File: config.mk
export PLATFORM = sky130hd
export DESIGN_NAME = score_counter
export DESIGN_NICKNAME = d
export VERILOG_FILES = /design/src/rtl/score_pkg.sv /design/src/rtl/button_debouncer.sv /design/src/rtl/score_counter.sv
export SDC_FILE = /design/constraint.sdc
export NUM_CORES = 1
export LEC_CHECK = 0
export BUFFER_PORTS_ARGS = -buffer_cell sky130_fd_sc_hd__buf_2
export CAP_MARGIN = 20
export CORE_MARGIN = 5
export CORE_UTILIZATION = 64
export DETAILED_ROUTE_END_ITERATION = 8
export PLACE_DENSITY_LB_ADDON = 0.05
export SKIP_CTS_REPAIR_TIMING = 1
export SLEW_MARGIN = 20
export SYNTH_ARGS = -nofsm -noshare
export SYNTH_HDL_FRONTEND = slang
export SYNTH_SLANG_ARGS = --single-unit
File: constraint.sdc
create_clock -name clk -period 4.15 [get_ports clk]
set_input_delay 0.415 -clock clk [delete_from_list [all_inputs] [get_ports clk]]
set_output_delay 0.415 -clock clk [all_outputs]
set_load 0.01 [all_outputs]
File: src/rtl/score_pkg.sv
// Shared types and constants for the four-digit BCD score path.
package score_pkg;

  typedef logic [3:0] bcd_digit_t;

  localparam bcd_digit_t BCD_MAX      = 4'd9;
  localparam int         SCORE_DIGITS = 4;

endpackage

File: src/rtl/button_debouncer.sv
// Raw push-button to one-cycle press pulse: 2-flop synchronizer, level debouncer,
// rising-edge detect. Only a debounced 0->1 transition of the accepted level pulses.
module button_debouncer #(
  parameter int DEBOUNCE_CYCLES = 1_000_000
) (
  input  logic clk,
  input  logic rst,
  input  logic btn_raw,
  output logic press_pulse
);

  localparam int                CNT_W    = $clog2(DEBOUNCE_CYCLES + 1);
  localparam logic [CNT_W-1:0] CNT_LAST = CNT_W'(DEBOUNCE_CYCLES - 1);

  logic             sync1_q, sync2_q;
  logic             stable_q, stable_d;
  logic             stable_prev_q;
  logic             pulse_q, pulse_d;
  logic [CNT_W-1:0] cnt_q, cnt_d;

  // The count only runs while the synchronized level disagrees with the accepted one,
  // so any agreeing sample (a glitch ending) restarts the interval from zero.
  always_comb begin
    stable_d = stable_q;
    cnt_d    = '0;
    if (sync2_q != stable_q) begin
      if (cnt_q == CNT_LAST) begin
        stable_d = sync2_q;
      end else begin
        cnt_d = cnt_q + 1'b1;
      end
    end
    pulse_d = stable_q & ~stable_prev_q;
  end

  always_ff @(posedge clk) begin
    if (rst) begin
      sync1_q       <= 1'b0;
      sync2_q       <= 1'b0;
      stable_q      <= 1'b0;
      stable_prev_q <= 1'b0;
      pulse_q       <= 1'b0;
      cnt_q         <= '0;
    end else begin
      sync1_q       <= btn_raw;
      sync2_q       <= sync1_q;
      stable_q      <= stable_d;
      stable_prev_q <= stable_q;
      pulse_q       <= pulse_d;
      cnt_q         <= cnt_d;
    end
  end

  assign press_pulse = pulse_q;

endmodule

File: src/rtl/score_counter.sv
// Four-digit BCD score counter fed by debounced increment and clear buttons;
// digits drive the seven-segment decoders directly.
module score_counter
  import score_pkg::*;
#(
  parameter int DEBOUNCE_CYCLES = 1_000_000,
  parameter bit SAT_AT_MAX      = 1'b1
) (
  input  logic       clk,
  input  logic       rst,
  input  logic       btn_inc,
  input  logic       btn_clr,
  output logic [3:0] digit3,
  output logic [3:0] digit2,
  output logic [3:0] digit1,
  output logic [3:0] digit0,
  output logic       at_max,
  output logic       overflow
);

  logic inc_p, clr_p;

  button_debouncer #(.DEBOUNCE_CYCLES(DEBOUNCE_CYCLES)) u_inc_btn (
    .clk         (clk),
    .rst         (rst),
    .btn_raw     (btn_inc),
    .press_pulse (inc_p)
  );

  button_debouncer #(.DEBOUNCE_CYCLES(DEBOUNCE_CYCLES)) u_clr_btn (
    .clk         (clk),
    .rst         (rst),
    .btn_raw     (btn_clr),
    .press_pulse (clr_p)
  );

  bcd_digit_t [SCORE_DIGITS-1:0] dig_q, dig_d;
  logic                          ovf_q, ovf_d;
  logic                          at_max_w;
  logic                          carry;

  always_comb begin
    at_max_w = 1'b1;
    for (int i = 0; i < SCORE_DIGITS; i++) begin
      if (dig_q[i] != BCD_MAX) at_max_w = 1'b0;
    end
  end

  // Clear has priority over a coincident increment.
  always_comb begin
    dig_d = dig_q;
    ovf_d = ovf_q;
    carry = 1'b0;
    if (clr_p) begin
      dig_d = '0;
      ovf_d = 1'b0;
    end else if (inc_p) begin
      if (at_max_w) begin
        ovf_d = 1'b1;
        if (!SAT_AT_MAX) dig_d = '0;
      end else begin
        carry = 1'b1;
        for (int i = 0; i < SCORE_DIGITS; i++) begin
          if (carry) begin
            if (dig_q[i] == BCD_MAX) begin
              dig_d[i] = '0;
            end else begin
              dig_d[i] = dig_q[i] + 4'd1;
              carry    = 1'b0;
            end
          end
        end
      end
    end
  end

  always_ff @(posedge clk) begin
    if (rst) begin
      dig_q <= '0;
      ovf_q <= 1'b0;
    end else begin
      dig_q <= dig_d;
      ovf_q <= ovf_d;
    end
  end

  assign digit3   = dig_q[3];
  assign digit2   = dig_q[2];
  assign digit1   = dig_q[1];
  assign digit0   = dig_q[0];
  assign at_max   = at_max_w;
  assign overflow = ovf_q;

endmodule

==> out/metrics.yaml, run 1 <==
status: "finished, final reports clean"
syn_to_final_growth_pct: 10.1
ys_seq_elements: 67
clkLatencyLatePin_ps: 340
grt_max_degree: 21
die_h_um: 78.1
cts.sinks: 67
hpwl_um: 3940
clkTransAtPathRegs_ps: 70
skew_ps: 3.89
wl_um: 5720
synth-edff-count: 0
drv_cap: 0
cp_num_buf_inv: 2
via_per_inst: 5.89
antenna_found_initial: 0
worst_ir_drop_vdd_uv: 232
required_ps: 3730
arrival_ps: 1750
critPathSlowestCell: "dfxtp_1"
path_max_fanout: 5
min_period_ps: 2170
reg2reg_from: "digit0[3]"
total_leakage_power_nw: 1.10
drt-met1-wl_um: 2690
die_area_um2: 6100
min_path_type: "in -> reg"
finalSetupViolations: 0
r2r_slack_ps: 2160
cts_max_path_buffers: 2
crit_path_cell_trace: "nor4bb_1 -> buf_4 -> and3_1 -> nor2b_1 -> buf_2"
relSlewSlack_pct: 59.5
drtAntennaViolNets: 0
nets: 373
syn_area_um2: 2970
cts_tree: "built"
rr_worst_depth: 4
start_util_pct: 67.3
power_density_nw_per_um2: 343
critPathCaptureType: "output port"
grt_pass1_wl_um: 9920
firstDrtPassIters: 4
drcViolationCount: 0
grt_overflow: 0
crit_cells: 5
cts_buffers: 9
vias: 2493
synthCells: 345
met2_wirelength_um: 2640
io_buffers: 21
synth_nets: 351
crit_start: "digit3[3]"
critPathCapture: "at_max"
synthFlopType: "dfxtp_1"
grt_pass1_vias: 2253
fmax_mhz: 461
yosysWarnings: 0
cts_root_buf: "clkbuf_8"
maxSlewViolCount: 0
drt_iter0_drc: 150
critical_path_class: "reg -> out"
avgRoutedWirePerCell_um: 13.5
fin_tns_setup_ps: 0
tightestPinTransition_ps: 606
ys_async_sr_fraction_pct: 0
top_layer_used: "met4"
num_antenna_cells: 0
synth.distinct_cells: 43
rows: 24
ys_seq_area_share_pct: 45.2
finalCritPeriodShare_pct: 52.2
htreeDepth: 3
hold_viol_final: 0
slowest_delay_ps: 390
core_um2: 4410
dr_wl_met3_um: 276
pin_count: 22
globalRouteTotalUtil_pct: 19.7
rsz0062_at_grt: "false"
start_kind: "flip-flop"
die_w_um: 78.1
syn_area_per_cell_um2: 8.61
place_congestion: 0.780
crit_family: "simple AND/OR/NAND/NOR gates"
r2r-end: "digit2[3]"
drive_gt1_share_pct: 11.9
power_w: 0.00112
synthesized netlist by cell type (all sizes together) (4+ instances only):
| master | instances | area share (%) |
|---|---|---|
| nor2 | 37 | 4.7 |
| xor2 | 13 | 3.8 |
| and4 | 6 | 1.8 |
| nor4 | 4 | 0.84 |
| clkbuf | 9 | 1.1 |
| inv | 14 | 1.8 |
| and3 | 6 | 1.3 |
| nand3 | 16 | 2.7 |
| a21oi | 27 | 4.5 |
| or3 | 13 | 2.7 |
| nand4 | 14 | 2.9 |
| o21ai | 15 | 2.5 |
| dfxtp | 67 | 45 |
| nor2b | 14 | 2.9 |
| nand2 | 19 | 2.4 |
| nor3 | 8 | 1.3 |
| xnor2 | 14 | 4.1 |
| buf | 4 | 0.67 |
| or4 | 9 | 2.4 |
| o31ai | 6 | 1.5 |
worst min path at each step:
stage	end	slack [ps]	cells after the start	startpoint
6_report	u_clr_btn.sync1_q	280	2	btn_clr
5_1_grt	u_inc_btn.sync1_q	280	2	btn_inc
4_1_cts	u_inc_btn.sync1_q	280	2	btn_inc
3_5_place_dp	u_inc_btn.press_pulse	380	1	u_inc_btn.stable_prev_q
3_3_place_gp	u_clr_btn.press_pulse	370	1	u_clr_btn.stable_prev_q
2_1_floorplan	u_clr_btn.press_pulse	370	1	u_clr_btn.stable_prev_q
state kept, by name (all words and copies together), names as in the netlist:
register and flops:
u_clr_btn.stable_prev_q 1, u_inc_btn.cnt_q 20, u_inc_btn.sync1_q 1, u_clr_btn.cnt_q 20, digit2 4, u_inc_btn.stable_prev_q 1, u_clr_btn.sync2_q 1, u_inc_btn.stable_q 1
u_clr_btn.stable_q 1, overflow 1, u_inc_btn.sync2_q 1, u_clr_btn.press_pulse 1, u_clr_btn.sync1_q 1, digit1 4, digit0 4, digit3 4
u_inc_btn.press_pulse 1
where the power goes:
part / internal, W / total [W] / leakage (nW) / switching (W)
logic: 0.00000429 / 0.0000136 / 0.473 / 0.00000935
registers: 0.000645 / 0.000647 / 0.540 / 0.00000137
clock network: 0.000227 / 0.000461 / 0.0860 / 0.000234
final cells by class:
cell class                 count  area [um2]
clock buffer                  12         145
clock inverter                 3        15.0
fill                         333        1140
inverter                      14        52.6
multi-input combinational    251        1520
sequential                    67        1340
tap                           52        65.1
timing repair buffer          24         128
cell usage in the layout, fill, tap and decap left out, types with 2 or more instances in the layout:
| cell type | instances |
|---|---|
| a21oi_1 | 27 |
| a31o_2 | 2 |
| a31oi_1 | 3 |
| and3_1 | 6 |
| and4_1 | 6 |
| buf_2 | 21 |
| buf_4 | 3 |
| clkbuf_1 | 2 |
| clkbuf_8 | 10 |
| clkinv_2 | 3 |
| dfxtp_1 | 67 |
| ha_1 | 2 |
| inv_1 | 14 |
| nand2_1 | 19 |
| nand3_1 | 16 |
| nand4_1 | 14 |
| nand4b_1 | 2 |
| nor2_1 | 37 |
| nor2b_1 | 14 |
| nor3_1 | 8 |
| nor4_1 | 4 |
| nor4bb_1 | 2 |
| o21ai_0 | 13 |
| o21ai_1 | 2 |
| o31ai_1 | 6 |
| or2_2 | 3 |
| or3_1 | 13 |
| or4_1 | 8 |
| or4b_1 | 2 |
| xnor2_1 | 14 |
| xor2_1 | 13 |
worst reg2reg max path, stage by stage (launching register included):
cell,delay [ps]
dfxtp_1,390
nor3b_1,540
nand4_1,300
or4b_1,530
a31oi_1,170
cell families after synthesis:
kind of cell / after synthesis / share of synthesized area (%)
and+or+nand+nor: 160 / 29.9
adders and majority gates: 2 / 0.842
DFF: 67 / 45.2
xor gates and xnor gates: 27 / 7.96
muxes: 2 / 0.716
buffers and inverters: 27 / 3.58
AOI/OAI and AO/OA: 60 / 11.9
per-layer routing:
layer,GRT usage [%],vias to the layer above
li1,-,1285
met1,25.0,1154
met2,30.8,44
met3,5.95,10
met4,8.61,0
met5,0,-
stage by stage:
step / setup WS, ps / utilization, % / area, um2 / hold WS [ps] / instances
floorplan: 2310 / - / 2970 / 367 / 345
global placement: 2240 / 70.4 / 3110 / 373 / 408
detailed placement: 2160 / 70.4 / 3110 / 376 / 408
CTS: 1990 / 74.1 / 3270 / 276 / 423
global route: 1800 / 74.1 / 3270 / 284 / 423
finish: 1980 / 74.1 / 3270 / 283 / 423
No activity file was read; power rests on OpenSTA's default activity.
==> inputs of run 2 (changes only) <==
- CORE_UTILIZATION: 64 -> 59
- clock period: 4.15 -> 2 ns (I/O delays scaled with it)
==> run 2 against run 1 <==
Compared with the run above:
- sequential share of layout area decreased by 2.0 points
- largest power group unchanged
- total power increased by 110%
- clock skew increased by 4.6 ps
- global-route usage increased by 0.090 points
- sequential power increased by 110%
- setup slack got worse by 1900 ps
- critical path type is now reg -> reg
- flip-flop and latch count unchanged
==> out/metrics.yaml, run 2 (synthesis results as in run 1) <==
status: "finished, final reports clean"
drive_gt1_share_pct: 16.5
globalRouteTotalUtil_pct: 19.8
drtAntennaViolNets: 0
final_common_cell: "dfxtp_1"
cts_tree: "built"
finalSetupViolations: 0
cts_buffers: 9
die_area_um2: 6550
pre_cts_slack_ps: 31.7
core_um2: 4820
grt_pass1_vias: 2348
critPathCaptureType: "flip-flop"
min_period_ps: 1900
met2_wirelength_um: 2580
start_util_pct: 61.7
htreeDepth: 3
syn_to_final_growth_pct: 16.0
rows: 25
grt_pass1_wl_um: 10200
hpwl_um: 4050
firstDrtPassIters: 5
rsz0062_at_grt: "false"
top_layer_used: "met4"
place_congestion: 0.799
relSlewSlack_pct: 69.8
drt-met1-wl_um: 2870
grt_max_degree: 21
num_antenna_cells: 0
antenna_found_initial: 0
clkLatencyLatePin_ps: 330
nFillCells: 385
cts_max_path_buffers: 2
path_max_fanout: 3
layout_common_cells: "dfxtp_1 (66), nor2_1 (37), a21oi_1 (27), buf_2 (21), nand2_1 (19)"
slowest_delay_ps: 540
fmax_mhz: 527
fin_tns_setup_ps: 0
critical_path_class: "reg -> reg"
required_ps: 2260
die_w_um: 81.0
drcViolationCount: 0
total_leakage_power_nw: 1.19
clkTransAtPathRegs_ps: 70
critPathSlowestCell: "or4_4"
grt_overflow: 0
avgRoutedWirePerCell_um: 12.7
tightestPinTransition_ps: 450
fin_ws_ps: 103
via_per_inst: 5.49
skew_ps: 8.50
nets: 388
reg.largest.list: "u_clr_btn.cnt_q (20), u_inc_btn.cnt_q (20)"
crit_family: "simple AND/OR/NAND/NOR gates"
finalCritPeriodShare_pct: 94.9
multi_input_area_um2: 1530
pin_count: 22
maxSlewViolCount: 0
die_h_um: 81.0
min_path_type: "in -> reg"
cp_num_buf_inv: 0
drt_iter0_drc: 161
cts.sinks: 67
cts_root_buf: "clkbuf_8"
power_density_nw_per_um2: 690
dr_wl_met3_um: 251
worst_ir_drop_vdd_uv: 559
vias: 2491
wl_um: 5750
start_kind: "flip-flop"
ff_latch_area_um2: 1340
drv_cap: 0
hold_viol_final: 0
crit_path_cell_trace: "or4_1 -> or4_4 -> or3_1 -> a21oi_1"
io_buffers: 21
arrival_ps: 2160
[run 2: per-stage QoR]
stage	area [um2]	util (%)	hold slack, ps	power, W	instances
5_1_grt	3440	71.5	67.8	0.00248	454
2_1_floorplan	2970	-	328	0.00139	345
3_3_place_gp	3250	67.5	372	0.00140	438
6_report	3440	71.5	80.0	0.00238	454
4_1_cts	3430	71.3	62.3	0.00241	454
3_5_place_dp	3250	67.5	378	0.00140	438
[run 2: worst register-to-register path, cell delays in order, from the launching register on]
cell and delay, ps:
dfxtp_1 310, or4_1 530, or4_4 540, or3_1 310, a21oi_1 140
[run 2: report_power, final]
group	switching, W	internal [W]	leakage [nW]
Sequential	0.00000281	0.00134	0.541
Combinational	0.0000197	0.0000104	0.558
Clock	0.000493	0.000514	0.0884
Total	0.000516	0.00186	1.19
[run 2: path summary, 6_finish.rpt]
check	end	slack [ps]	depth (start not counted)	start
min reg2reg	u_clr_btn.press_pulse	390	1	u_clr_btn.stable_prev_q
min	u_clr_btn.sync1_q	80	2	btn_clr
max reg2reg	u_inc_btn.stable_q	100	4	u_inc_btn.cnt_q[8]
max	u_inc_btn.stable_q	100	4	u_inc_btn.cnt_q[8]
[run 2: layer usage]
metal	up-vias	track usage, %
met4	0	6.59
met2	44	31.4
met5	-	0
li1	1311	-
met1	1131	25.8
met3	5	5.54
[run 2: area by class of cell]
class	instances	area share, %
timing repair buffer	39	7.34
sequential	67	39.0
multi-input combinational	251	44.5
clock buffer	12	4.50
inverter	14	1.53
clock inverter	4	0.726
tap	67	2.43
